### src/rtl/serial_adder32_if.sv
// Handshake/data bundle for the digit-serial adder.
// The ovf signal exists only when SERIAL_ADD_OVF_EN is defined.
interface serial_adder32_if #(
  parameter int WIDTH = 32
);
  logic             start;
  logic [WIDTH-1:0] a;
  logic [WIDTH-1:0] b;
  logic             carry_in;
  logic             busy;
  logic             done;
  logic [WIDTH-1:0] sum;
  logic             carry_out;
`ifdef SERIAL_ADD_OVF_EN
  logic             ovf;

  modport master (
    output start, a, b, carry_in,
    input  busy, done, sum, carry_out, ovf
  );

  modport slave (
    input  start, a, b, carry_in,
    output busy, done, sum, carry_out, ovf
  );
`else
  modport master (
    output start, a, b, carry_in,
    input  busy, done, sum, carry_out
  );

  modport slave (
    input  start, a, b, carry_in,
    output busy, done, sum, carry_out
  );
`endif
endinterface

### src/rtl/serial_adder32.sv
// Digit-serial adder: a + b + carry_in computed DIGIT bits per cycle, LSB first,
// over WIDTH/DIGIT cycles with a start/busy/done handshake.
// Optional signed-overflow output enabled by defining SERIAL_ADD_OVF_EN.
//
// state | meaning
// IDLE  | waiting for start; sum/carry_out hold the last completed result
// RUN   | one digit added per edge; completes on the edge where cnt == N-1
module serial_adder32 #(
  parameter int WIDTH = 32,
  parameter int DIGIT = 4
) (
  input  logic             clk,
  input  logic             rst_n,
  serial_adder32_if.slave  bus
);

  localparam int N     = WIDTH / DIGIT;
  localparam int CNT_W = (N > 1) ? $clog2(N) : 1;
  localparam logic [CNT_W-1:0] CNT_LAST = CNT_W'(N - 1);

  typedef enum logic {
    IDLE = 1'b0,
    RUN  = 1'b1
  } state_t;

  state_t           state;
  logic [WIDTH-1:0] a_r;
  logic [WIDTH-1:0] b_r;
  logic [WIDTH-1:0] s_r;
  logic             c_r;
  logic [CNT_W-1:0] cnt;

  logic             busy_r;
  logic             done_r;
  logic [WIDTH-1:0] sum_r;
  logic             cout_r;

  logic [DIGIT:0]   dig_sum;
  logic [WIDTH-1:0] s_next;

`ifdef SERIAL_ADD_OVF_EN
  // Operand sign bits are kept separately because a_r/b_r are shifted away.
  logic a_msb;
  logic b_msb;
  logic ovf_r;
`endif

  // One digit slice of the addition and the partial sum after shifting it in at the MSB end.
  always_comb begin
    dig_sum = '0;
    s_next  = '0;
    dig_sum = {1'b0, a_r[DIGIT-1:0]} + {1'b0, b_r[DIGIT-1:0]} + {{DIGIT{1'b0}}, c_r};
    s_next  = {dig_sum[DIGIT-1:0], s_r[WIDTH-1:DIGIT]};
  end

  // Control FSM, datapath shift registers and registered outputs.
  always_ff @(posedge clk or negedge rst_n) begin
    if (!rst_n) begin
      state  <= IDLE;
      a_r    <= '0;
      b_r    <= '0;
      s_r    <= '0;
      c_r    <= 1'b0;
      cnt    <= '0;
      busy_r <= 1'b0;
      done_r <= 1'b0;
      sum_r  <= '0;
      cout_r <= 1'b0;
`ifdef SERIAL_ADD_OVF_EN
      a_msb  <= 1'b0;
      b_msb  <= 1'b0;
      ovf_r  <= 1'b0;
`endif
    end else begin
      done_r <= 1'b0;
      case (state)
        IDLE: begin
          if (bus.start) begin
            a_r    <= bus.a;
            b_r    <= bus.b;
            c_r    <= bus.carry_in;
            s_r    <= '0;
            cnt    <= '0;
            busy_r <= 1'b1;
            state  <= RUN;
`ifdef SERIAL_ADD_OVF_EN
            a_msb  <= bus.a[WIDTH-1];
            b_msb  <= bus.b[WIDTH-1];
`endif
          end
        end
        RUN: begin
          a_r <= a_r >> DIGIT;
          b_r <= b_r >> DIGIT;
          s_r <= s_next;
          c_r <= dig_sum[DIGIT];
          cnt <= cnt + 1'b1;
          if (cnt == CNT_LAST) begin
            sum_r  <= s_next;
            cout_r <= dig_sum[DIGIT];
            done_r <= 1'b1;
            busy_r <= 1'b0;
            state  <= IDLE;
`ifdef SERIAL_ADD_OVF_EN
            ovf_r  <= (a_msb == b_msb) && (s_next[WIDTH-1] != a_msb);
`endif
          end
        end
        default: state <= IDLE;
      endcase
    end
  end

  assign bus.busy      = busy_r;
  assign bus.done      = done_r;
  assign bus.sum       = sum_r;
  assign bus.carry_out = cout_r;
`ifdef SERIAL_ADD_OVF_EN
  assign bus.ovf       = ovf_r;
`endif

endmodule

### src/flat_wrapper.sv
// flat-port wrapper written by rule: the top's interface ports become plain ports
module serial_adder32_flat 
#(
  parameter int WIDTH = 32,
  parameter int DIGIT = 4
)
  (clk, rst_n, bus_start, bus_a, bus_b, bus_carry_in, bus_busy, bus_done, bus_sum, bus_carry_out);
  serial_adder32_if #(.WIDTH(WIDTH)) bus_i ();
  input  logic clk;
  input  logic rst_n;
  input wire logic [$bits(bus_i.start)-1:0] bus_start;
  input wire logic [$bits(bus_i.a)-1:0] bus_a;
  input wire logic [$bits(bus_i.b)-1:0] bus_b;
  input wire logic [$bits(bus_i.carry_in)-1:0] bus_carry_in;
  output wire logic [$bits(bus_i.busy)-1:0] bus_busy;
  output wire logic [$bits(bus_i.done)-1:0] bus_done;
  output wire logic [$bits(bus_i.sum)-1:0] bus_sum;
  output wire logic [$bits(bus_i.carry_out)-1:0] bus_carry_out;
  assign bus_i.start = bus_start;
  assign bus_i.a = bus_a;
  assign bus_i.b = bus_b;
  assign bus_i.carry_in = bus_carry_in;
  assign bus_busy = bus_i.busy;
  assign bus_done = bus_i.done;
  assign bus_sum = bus_i.sum;
  assign bus_carry_out = bus_i.carry_out;
  serial_adder32 #(.WIDTH(WIDTH), .DIGIT(DIGIT)) u_core (.clk(clk), .rst_n(rst_n), .bus(bus_i));
endmodule
### config.mk
export PLATFORM = sky130hd
export DESIGN_NAME = serial_adder32_flat
export DESIGN_NICKNAME = d
export VERILOG_FILES = /design/src/rtl/serial_adder32_if.sv /design/src/rtl/serial_adder32.sv /design/src/flat_wrapper.sv
export SDC_FILE = /design/constraint.sdc
export NUM_CORES = 1
export LEC_CHECK = 0
export CAP_MARGIN = 20
export CORE_AREA = 2 2 113 115
export DETAILED_ROUTE_END_ITERATION = 8
export DIE_AREA = 0 0 115 117
export PLACE_DENSITY = 0.85
export SYNTH_ARGS = -nofsm -noshare
export SYNTH_HDL_FRONTEND = slang
export SYNTH_SLANG_ARGS = --single-unit
### constraint.sdc
create_clock -name clk -period 1.8 [get_ports clk]
set_input_delay 0.18 -clock clk [delete_from_list [all_inputs] [get_ports clk]]
set_output_delay 0.18 -clock clk [all_outputs]
set_load 0.01 [all_outputs]
==> impl_metrics.csv, run 1 <==
group,metric,value,unit
placement,io_buffers,102,
worst_setup_path,critPathKind,"reg -> reg",
worst_setup_path,crit_path_start,"u_core.c_r$_DFFE_PN0P_",
cells_and_area,final_cell_mix,"131 x dfrtp_1, 100 x clkdlybuf4s50_1, 84 x nand2_1, 80 x o21ai_0, 65 x mux2i_1",
clock_tree,cts.sinks,132,
worst_setup_path,r2r_slack,80,ps
clock_tree,cts_made_buffers,17,
timing,final_max_slew_viol_count,0,
power,totalPowerFinal,0.0121,W
route,via_count,3971,
grt,grt_usage,0.189,
synth,synth.yosys.seq_area_share,0.581,
worst_setup_path,crit_fanout,2,
power,power.leakage,3.46,nW
worst_setup_path,cp_data_arrival_time,2010,ps
timing,period_minus_slack,1720,ps
floorplan,rows,41,
cells_and_area,nets,675,
timing,hold_viol,0,
route,viasPerCell,5.20,
timing,skew,5.65,ps
clock_tree,root_buffer,"clkbuf_16",
placement,dpl.hpwl,8130,um
hold_path,hp-start,"bus_start",
power,ir_drop,0.747,mV
route,routed_wl,12000,um
placement,gp_congestion,0.834,
worst_setup_path,r2r_start,"u_core.c_r$_DFFE_PN0P_",
route,drt-initial-drc-count,200,
floorplan,die_h,117,um
route,drc,0,
clock_tree,path_clk_slew,60,ps
flow_run,maxCapViolCount,0,
route,topRoutingLayerUsed,"met4",
grt,overflow,0,
clock_tree,h-tree-depth,4,
route,dr_wl_met3,541,um
synth,ys.warnings.count,0,
worst_setup_path,reg2reg_to,"u_core.bus.carry_out$_DFFE_PN0P_",
timing,clock.fmax,581,MHz
synth,syn_nets,571,
timing,worstMarginPinSlew,635,ps
route,drtPass1Iterations,4,
floorplan,ioPinCount,103,
synth,yosysUniqueCellTypes,28,
cells_and_area,final_util,0.609,
worst_setup_path,cp-endpoint,"u_core.bus.carry_out$_DFFE_PN0P_",
timing,period_share,0.957,
synth,synth_cells,496,
synth,yosys_register_bits,132,
route,antenna_left,0,
grt,grt_pass1_vias,4034,
hold_path,min_path_type,"in -> reg",
clock_tree,cts_tree,"done",
cells_and_area,diodes,0,
floorplan,start_util,0.462,
power,p_per_area,1610,mW/mm2
route,met1_length,5200,um
worst_setup_path,cp.required,2090,ps
grt,grt_max_degree,58,
floorplan,dieArea,0.0135,mm2
route,met2_wirelength,6040,um
clock_tree,clk_latency,420,ps
worst_setup_path,rr_worst_depth,5,
cells_and_area,final_common_cell,"dfrtp_1",
grt,grt_antenna_before_repair,0,
timing,rsz0062_at_grt,"no",
clock_tree,clockBufferDepth,2,
floorplan,core,0.0123,mm2
timing,setup_viol,0,
cells_and_area,synthToLayoutAreaGrowth,32.0,%
cells_and_area,post_route_cells_drive_above_1_share,0.140,
outcome,status,"completed",
timing,relSlewSlack,0.575,
worst_setup_path,critPathLaunchType,"flop",
synth,syn-cell-area,0.00568,mm2
floorplan,die_w,115,um
grt,grt_pass1_wl,19600,um
route,post_drt_wl_per_cell,15.7,um
synth,avgSynthCellArea,11.5,um2
worst_setup_path,critPathCaptureType,"flop",
==> what timing repair did <==
action	in CTS	in global routing
setup endpoints to repair	2	2
endpoints found under the hold margin	52	0
pin swaps	0	0
hold buffers	1	0
resized for setup	2	1
setup buffers	0	0
==> worst min path at each step <==
stage                                                end  slack, ps  depth (start not counted)
after floorplan                u_core.a_r[0]$_DFFE_PN0P_       -120                          0
after global placement    u_core.bus.sum[13]$_DFFE_PN0P_        180                          1
after detailed placement  u_core.bus.sum[13]$_DFFE_PN0P_        190                          1
after CTS                     u_core.a_r[31]$_DFFE_PN0P_        250                          3
after global routing          u_core.a_r[31]$_DFFE_PN0P_        270                          3
final                         u_core.a_r[31]$_DFFE_PN0P_        260                          3
==> synth_stat cells <==
cell type / count / area (um2)
mux2i_1: 65 / 651
nor2_1: 12 / 45.0
nand3b_1: 4 / 30.0
nand2_1: 84 / 315
nand3_1: 1 / 5.00
nor2b_1: 1 / 6.26
nand2_4: 1 / 11.3
a22o_1: 6 / 52.6
ha_1: 5 / 62.6
mux2_2: 32 / 360
dfrtp_1: 132 / 3300
clkbuf_1: 9 / 33.8
a32oi_1: 1 / 8.76
a21oi_1: 3 / 15.0
nand2b_1: 24 / 150
nand4b_1: 2 / 17.5
buf_1: 1 / 3.75
a211oi_1: 1 / 7.51
nand4_1: 1 / 6.26
a21o_1: 1 / 7.51
o21ai_0: 80 / 400
buf_2: 22 / 110
fa_1: 2 / 40.0
inv_1: 2 / 7.51
or4b_1: 1 / 10.0
o22ai_1: 1 / 6.26
xor2_1: 1 / 8.76
buf_4: 1 / 7.51
==> registers in the layout, indices dropped and copies added (netlist names) <==
name,count
u_core.s_r,28
u_core.b_r,32
u_core.bus.sum,32
u_core.cnt,3
u_core.c_r,1
u_core.bus.carry_out,1
u_core.bus.busy,1
u_core.state,1
u_core.bus.done,1
u_core.a_r,32
==> metal layers <==
layer  up-vias  GRT usage
li1       1915          -
met1      1944      0.234
met2        95      0.319
met3        17     0.0572
met4         0     0.0659
met5         -          0
==> critical path, stage by stage (launching register included) <==
cell,delay [ps]
dfrtp_1,400
fa_2,420
fa_2,360
a21o_1,180
a21oi_2,150
o21ai_0,80
==> where the power goes <==
group          internal (W)  switching, W
combinational       0.00200       0.00176
sequential          0.00413      0.000836
clock               0.00198       0.00138
==> cell type report <==
cell class                      count  area (um2)
Fill cell                         970        4810
Clock inverter                     14         143
Sequential cell                   132        3310
Timing Repair Buffer              118        1190
Inverter                            2        7.51
Clock buffer                       18         439
Multi-Input combinational cell    329        2230
Tap cell                          150         188
==> stage by stage <==
| stage | area [um2] | setup slack [ps] | TNS [ps] | cells | hold slack, ps |
|---|---|---|---|---|---|
| floorplan | 5680 | 61.0 | 0 | 496 | -116 |
| global placement | 6900 | 18.7 | 0 | 730 | 182 |
| detailed placement | 6900 | -68.5 | -131 | 730 | 187 |
| CTS | 7500 | 44.8 | 0 | 763 | 248 |
| global route | 7500 | 17.3 | 0 | 763 | 270 |
| finish | 7500 | 77.8 | 0 | 763 | 258 |
==> cell families after synthesis <==
group | synth area share
xor+xnor | 0.00154
fa+ha+maj | 0.0181
buf+inv | 0.0286
simple gates | 0.105
compound gates | 0.0876
flops | 0.581
mux | 0.178
(Power assumes the default switching activity.)
==> inputs of run 2 (changes only) <==
CTS_CLUSTER_DIAMETER = 50   (was not set)
SETUP_SLACK_MARGIN = 0.3   (was not set)
==> run 2 against run 1 <==
Against the previous run: design area is 3.6% higher; first-iteration DRC count is 29% higher; worst setup slack better by 20 ps; hold slack got worse by 110 ps; global-route usage is 0.61 points higher; flip-flop and latch count unchanged; routed wire length grew 9.3%; critical path type unchanged.
==> impl_metrics.csv, run 2 (same netlist as run 1, synthesis figures left out) <==
group,metric,value,unit
outcome,status,"completed",
floorplan,die_h,117,um
grt,grt_pass1_vias,4171,
route,routed_wl,13100,um
power,power.leakage,3.92,nW
worst_setup_path,critPathLaunchType,"flop",
route,post_drt_wl_per_cell,17.0,um
grt,grt_pass1_wl,20500,um
placement,io_buffers,102,
cells_and_area,n_fill_cell,944,
floorplan,dieArea,0.0135,mm2
worst_setup_path,cp.required,2090,ps
timing,period_minus_slack,1700,ps
placement,dpl.hpwl,8010,um
timing,fin_setup_tns,0,ps
cells_and_area,final_util,0.631,
worst_setup_path,critPathCaptureType,"flop",
cells_and_area,nets,682,
worst_setup_path,cp_data_arrival_time,1990,ps
timing,hold_viol,0,
floorplan,ioPinCount,103,
route,drc,0,
worst_setup_path,crit_fanout,2,
route,drtPass1Iterations,5,
timing,setup_viol,0,
route,via_count,4098,
cells_and_area,post_route_cells_drive_above_1_share,0.155,
clock_tree,cts_made_buffers,17,
grt,overflow,0,
cells_and_area,final_cell_mix,"131 x dfrtp_1, 84 x nand2_1, 77 x o21ai_0, 65 x mux2i_1, 65 x clkdlybuf4s50_1",
timing,period_share,0.946,
cells_and_area,final_common_cell,"dfrtp_1",
flow_run,maxCapViolCount,0,
clock_tree,clk_latency,420,ps
grt,grt_antenna_before_repair,0,
power,ir_drop,0.612,mV
route,antenna_left,0,
clock_tree,cts_tree,"done",
clock_tree,h-tree-depth,4,
timing,relSlewSlack,0.647,
cells_and_area,diodes,0,
clock_tree,clockBufferDepth,2,
grt,grt_usage,0.196,
grt,grt_max_degree,59,
timing,clock.fmax,587,MHz
clock_tree,cts.sinks,132,
floorplan,core,0.0123,mm2
worst_setup_path,critPathKind,"reg -> reg",
power,p_per_area,1600,mW/mm2
floorplan,rows,41,
cells_and_area,synthToLayoutAreaGrowth,36.7,%
clock_tree,path_clk_slew,60,ps
timing,worstMarginPinSlew,529,ps
timing,final_max_slew_viol_count,0,
route,viasPerCell,5.32,
floorplan,start_util,0.462,
clock_tree,root_buffer,"clkbuf_16",
hold_path,min_path_type,"in -> reg",
route,drt-initial-drc-count,258,
timing,rsz0062_at_grt,"yes",
floorplan,die_w,115,um
placement,gp_congestion,0.783,
timing,skew,9.42,ps
## run 2: cell count changes in the layout (fill, tap and decap cells not counted), sizes merged
| cell | before | now |
|---|---|---|
| clkinvlp | 3 | 5 |
| dlygate4sd2 | 0 | 18 |
| clkbuf | 18 | 20 |
| dlymetal6s2s | 0 | 17 |
| buf | 17 | 21 |
| bufinv | 1 | 0 |
| inv | 9 | 8 |
| bufbuf | 0 | 1 |
| clkdlybuf4s50 | 100 | 65 |
## run 2: stage by stage
step | area [um2] | std cells | hold WS, ps | setup WS, ps | power, W
after CTS | 7590 | 766 | 182 | 107 | 0.0122
after global routing | 7770 | 770 | 177 | 47.7 | 0.0132
after global placement | 6920 | 728 | 169 | 131 | 0.00853
after floorplan | 5700 | 496 | -116 | 182 | 0.00718
final | 7770 | 770 | 152 | 97.8 | 0.0124
after detailed placement | 6920 | 728 | 173 | 103 | 0.00877
## run 2: worst paths after layout
check / cells past startpoint / start / slack [ps] / to
max: 5 / u_core.c_r$_DFFE_PN0P_ / 100 / u_core.bus.carry_out$_DFFE_PN0P_
min: 3 / bus_start / 150 / u_core.state$_DFF_PN0_
max in group asynchronous: 3 / rst_n / 900 / u_core.a_r[22]$_DFFE_PN0P_
min in group asynchronous: 2 / rst_n / 290 / u_core.bus.sum[23]$_DFFE_PN0P_
min reg2reg: 2 / u_core.a_r[20]$_DFFE_PN0P_ / 490 / u_core.a_r[16]$_DFFE_PN0P_
max reg2reg: 5 / u_core.c_r$_DFFE_PN0P_ / 100 / u_core.bus.carry_out$_DFFE_PN0P_
## run 2: final cells by class
type / instances / area (um2) / area share
multi-input cells: 329 / 2340 / 0.301
inverters: 2 / 7.51 / 0.000966
repair buffers: 125 / 1370 / 0.177
well taps: 150 / 188 / 0.0242
flip-flops and latches: 132 / 3310 / 0.426
clock buffers: 18 / 429 / 0.0552
clock inverters: 14 / 121 / 0.0156
## run 2: per-layer routing
| metal | GRT usage | vias up | routed length, um |
|---|---|---|---|
| li1 | - | 1938 | - |
| met4 | 0.0643 | 0 | 265 |
| met5 | 0 | - | 0 |
| met3 | 0.0644 | 27 | 619 |
| met1 | 0.252 | 2017 | 5610 |
| met2 | 0.315 | 116 | 6570 |
## run 2: critical path, stage by stage (launching register included)
cell	delay, ps
dfrtp_1	410
fa_2	420
fa_2	360
a21o_1	170
a21oi_2	140
o21ai_1	80
## run 2: where the power goes
part           switching, W  total [W]  leakage [nW]  internal [W]
Combinational       0.00197    0.00423          1.94       0.00226
Sequential         0.000863    0.00500          1.73       0.00413
Clock               0.00139    0.00319         0.254       0.00180
Total               0.00423     0.0124          3.92       0.00819
## run 2: timing repair
action | 4_1_cts | 5_1_grt
gates resized for setup | 28 | 38
hold buffers | 1 | 0
pin swaps | 2 | 4
endpoints found under the hold margin | 53 | 0
setup endpoints to repair | 47 | 68
buffers inserted | 4 | 2
gates cloned | 1 | 2
==> inputs of run 3 (changes only) <==
CORE_AREA = 2 2 108 110   (was 2 2 113 115)
DIE_AREA = 0 0 110 112   (was 0 0 115 117)
PLACE_DENSITY = 0.88   (was 0.85)
clock period = 1.83 ns   (was 1.8 ns; I/O delays follow)
==> run 3 against run 2 <==
Against the previous run: non-clock buffer count fell by 4; critical path type unchanged; combinational power fell by 5.2%; maximum frequency rose by 0.77%; clock skew rose by 0.78 ps; design area fell by 0.56%; critical endpoint is now u_core.c_r$_DFFE_PN0P_; highest routed layer unchanged; critical path depth did not move.
==> impl_metrics.csv, run 3 (same netlist as run 1, synthesis figures left out) <==
group,metric,value,unit
power,ir_drop,0.976,mV
power,p_per_area,1610,mW/mm2
floorplan,dieArea,0.0123,mm2
worst_setup_path,critPathMaxStageDelay,410,ps
outcome,status,"completed",
route,drtPass1Iterations,4,
floorplan,ioPinCount,103,
cells_and_area,final_cell_mix,"131 x dfrtp_1, 84 x nand2_1, 83 x clkdlybuf4s50_1, 77 x o21ai_0, 65 x mux2i_1",
clock_tree,h-tree-depth,4,
worst_setup_path,crit_fanout,2,
timing,setup_viol,0,
route,post_drt_wl_per_cell,16.3,um
grt,overflow,0,
worst_setup_path,critPathTopFamily,"adder cells",
grt,grt_usage,0.213,
timing,period_minus_slack,1690,ps
hold_path,min_path_type,"in -> reg",
floorplan,die_w,110,um
route,routed_wl,12300,um
timing,worstMarginPinSlew,453,ps
grt,grt_pass1_wl,20300,um
power,power.leakage,3.76,nW
worst_setup_path,cp_data_arrival_time,1970,ps
worst_setup_path,crit_top_cell,"fa_2",
clock_tree,cts_tree,"done",
worst_setup_path,crit_path_start,"u_core.c_r$_DFFE_PN0P_",
clock_tree,clk_latency,420,ps
route,drt-initial-drc-count,230,
timing,final_max_slew_viol_count,0,
worst_setup_path,slowest_stage,"fa_2",
cells_and_area,post_route_cells_drive_above_1_share,0.149,
floorplan,start_util,0.509,
power,totalPowerFinal,0.0125,W
cells_and_area,nets,678,
clock_tree,cts.sinks,132,
timing,skew,10.2,ps
floorplan,core,0.0112,mm2
hold_path,hp-start,"bus_start",
floorplan,die_h,112,um
worst_setup_path,critPathKind,"reg -> reg",
cells_and_area,diodes,0,
worst_setup_path,crit_path_cell_trace,"fa_2, fa_2, a21o_1, a21oi_2, a21oi_1",
clock_tree,path_clk_slew,60,ps
cells_and_area,final_common_cell,"dfrtp_1",
grt,grt_max_degree,135,
timing,rsz0062_at_grt,"yes",
timing,relSlewSlack,0.698,
worst_setup_path,cp.required,2110,ps
timing,clock.fmax,592,MHz
worst_setup_path,critPathLaunchType,"flop",
floorplan,rows,39,
placement,io_buffers,102,
worst_setup_path,critPathBufInv,0,
grt,grt_pass1_vias,4158,
worst_setup_path,critPathCaptureType,"flop",
timing,fin_setup_tns,0,ps
route,via_count,4082,
cells_and_area,synthToLayoutAreaGrowth,35.9,%
grt,grt_antenna_before_repair,0,
placement,gp_congestion,0.760,
worst_setup_path,r2r_start,"u_core.c_r$_DFFE_PN0P_",
timing,period_share,0.923,
route,drc,0,
clock_tree,cts_made_buffers,17,
flow_run,maxCapViolCount,0,
route,antenna_left,0,
timing,hold_viol,0,
placement,dpl.hpwl,7990,um
clock_tree,root_buffer,"clkbuf_16",
route,viasPerCell,5.38,
clock_tree,clockBufferDepth,2,
[run 3: timing repair]
item,CTS,global route
resized for setup,10,24
pin swaps,4,3
setup endpoints to repair,39,29
gates cloned,1,0
endpoints found under the hold margin,38,0
hold buffers,1,0
setup buffers,6,1
[run 3: final timing paths]
check	endpoint	slack (ps)	depth (start not counted)
setup reg to reg	u_core.c_r$_DFFE_PN0P_	140	5
min in group asynchronous	u_core.bus.sum[14]$_DFFE_PN0P_	240	2
hold reg to reg	u_core.b_r[8]$_DFFE_PN0P_	480	2
hold / removal	u_core.s_r[22]$_DFFE_PN0P_	230	2
max in group asynchronous	u_core.a_r[21]$_DFFE_PN0P_	920	3
setup / recovery	u_core.c_r$_DFFE_PN0P_	140	5
[run 3: final cells by class]
cell class / count / area [um2]
Timing Repair Buffer: 121 / 1320
Fill cell: 770 / 3450
Multi-Input combinational cell: 329 / 2280
Tap cell: 143 / 179
Clock buffer: 18 / 429
Sequential cell: 132 / 3310
Inverter: 2 / 7.51
Clock inverter: 14 / 201
[run 3: worst register-to-register path, cell delays in order, from the launching register on]
cell and delay (ps):
dfrtp_1 390, fa_2 410, fa_2 360, a21o_1 170
a21oi_2 140, a21oi_1 80
[run 3: per-stage QoR]
step / setup slack (ps) / utilization / hold WS (ps) / cell area, um2 / std cells
global route: 78.6 / 0.691 / 227 / 7720 / 759
detailed placement: 120 / 0.617 / 112 / 6890 / 718
floorplan: 212 / - / -113 / 5690 / 496
finish: 141 / 0.691 / 229 / 7720 / 759
CTS: 127 / 0.683 / 213 / 7630 / 758
global placement: 163 / 0.617 / 108 / 6890 / 718
[run 3: power breakdown]
group	internal, W	switching, W	leakage [nW]
combinational	0.00213	0.00188	1.73
clock	0.00230	0.00132	0.301
sequential	0.00407	0.000775	1.73
total	0.00849	0.00397	3.76
[run 3: per-layer routing]
layer	track usage	routed length, um	vias up
li1	-	-	1929
met1	0.272	5220	2029
met2	0.344	6270	99
met3	0.0662	622	25
met4	0.0726	222	0
met5	0	0	-
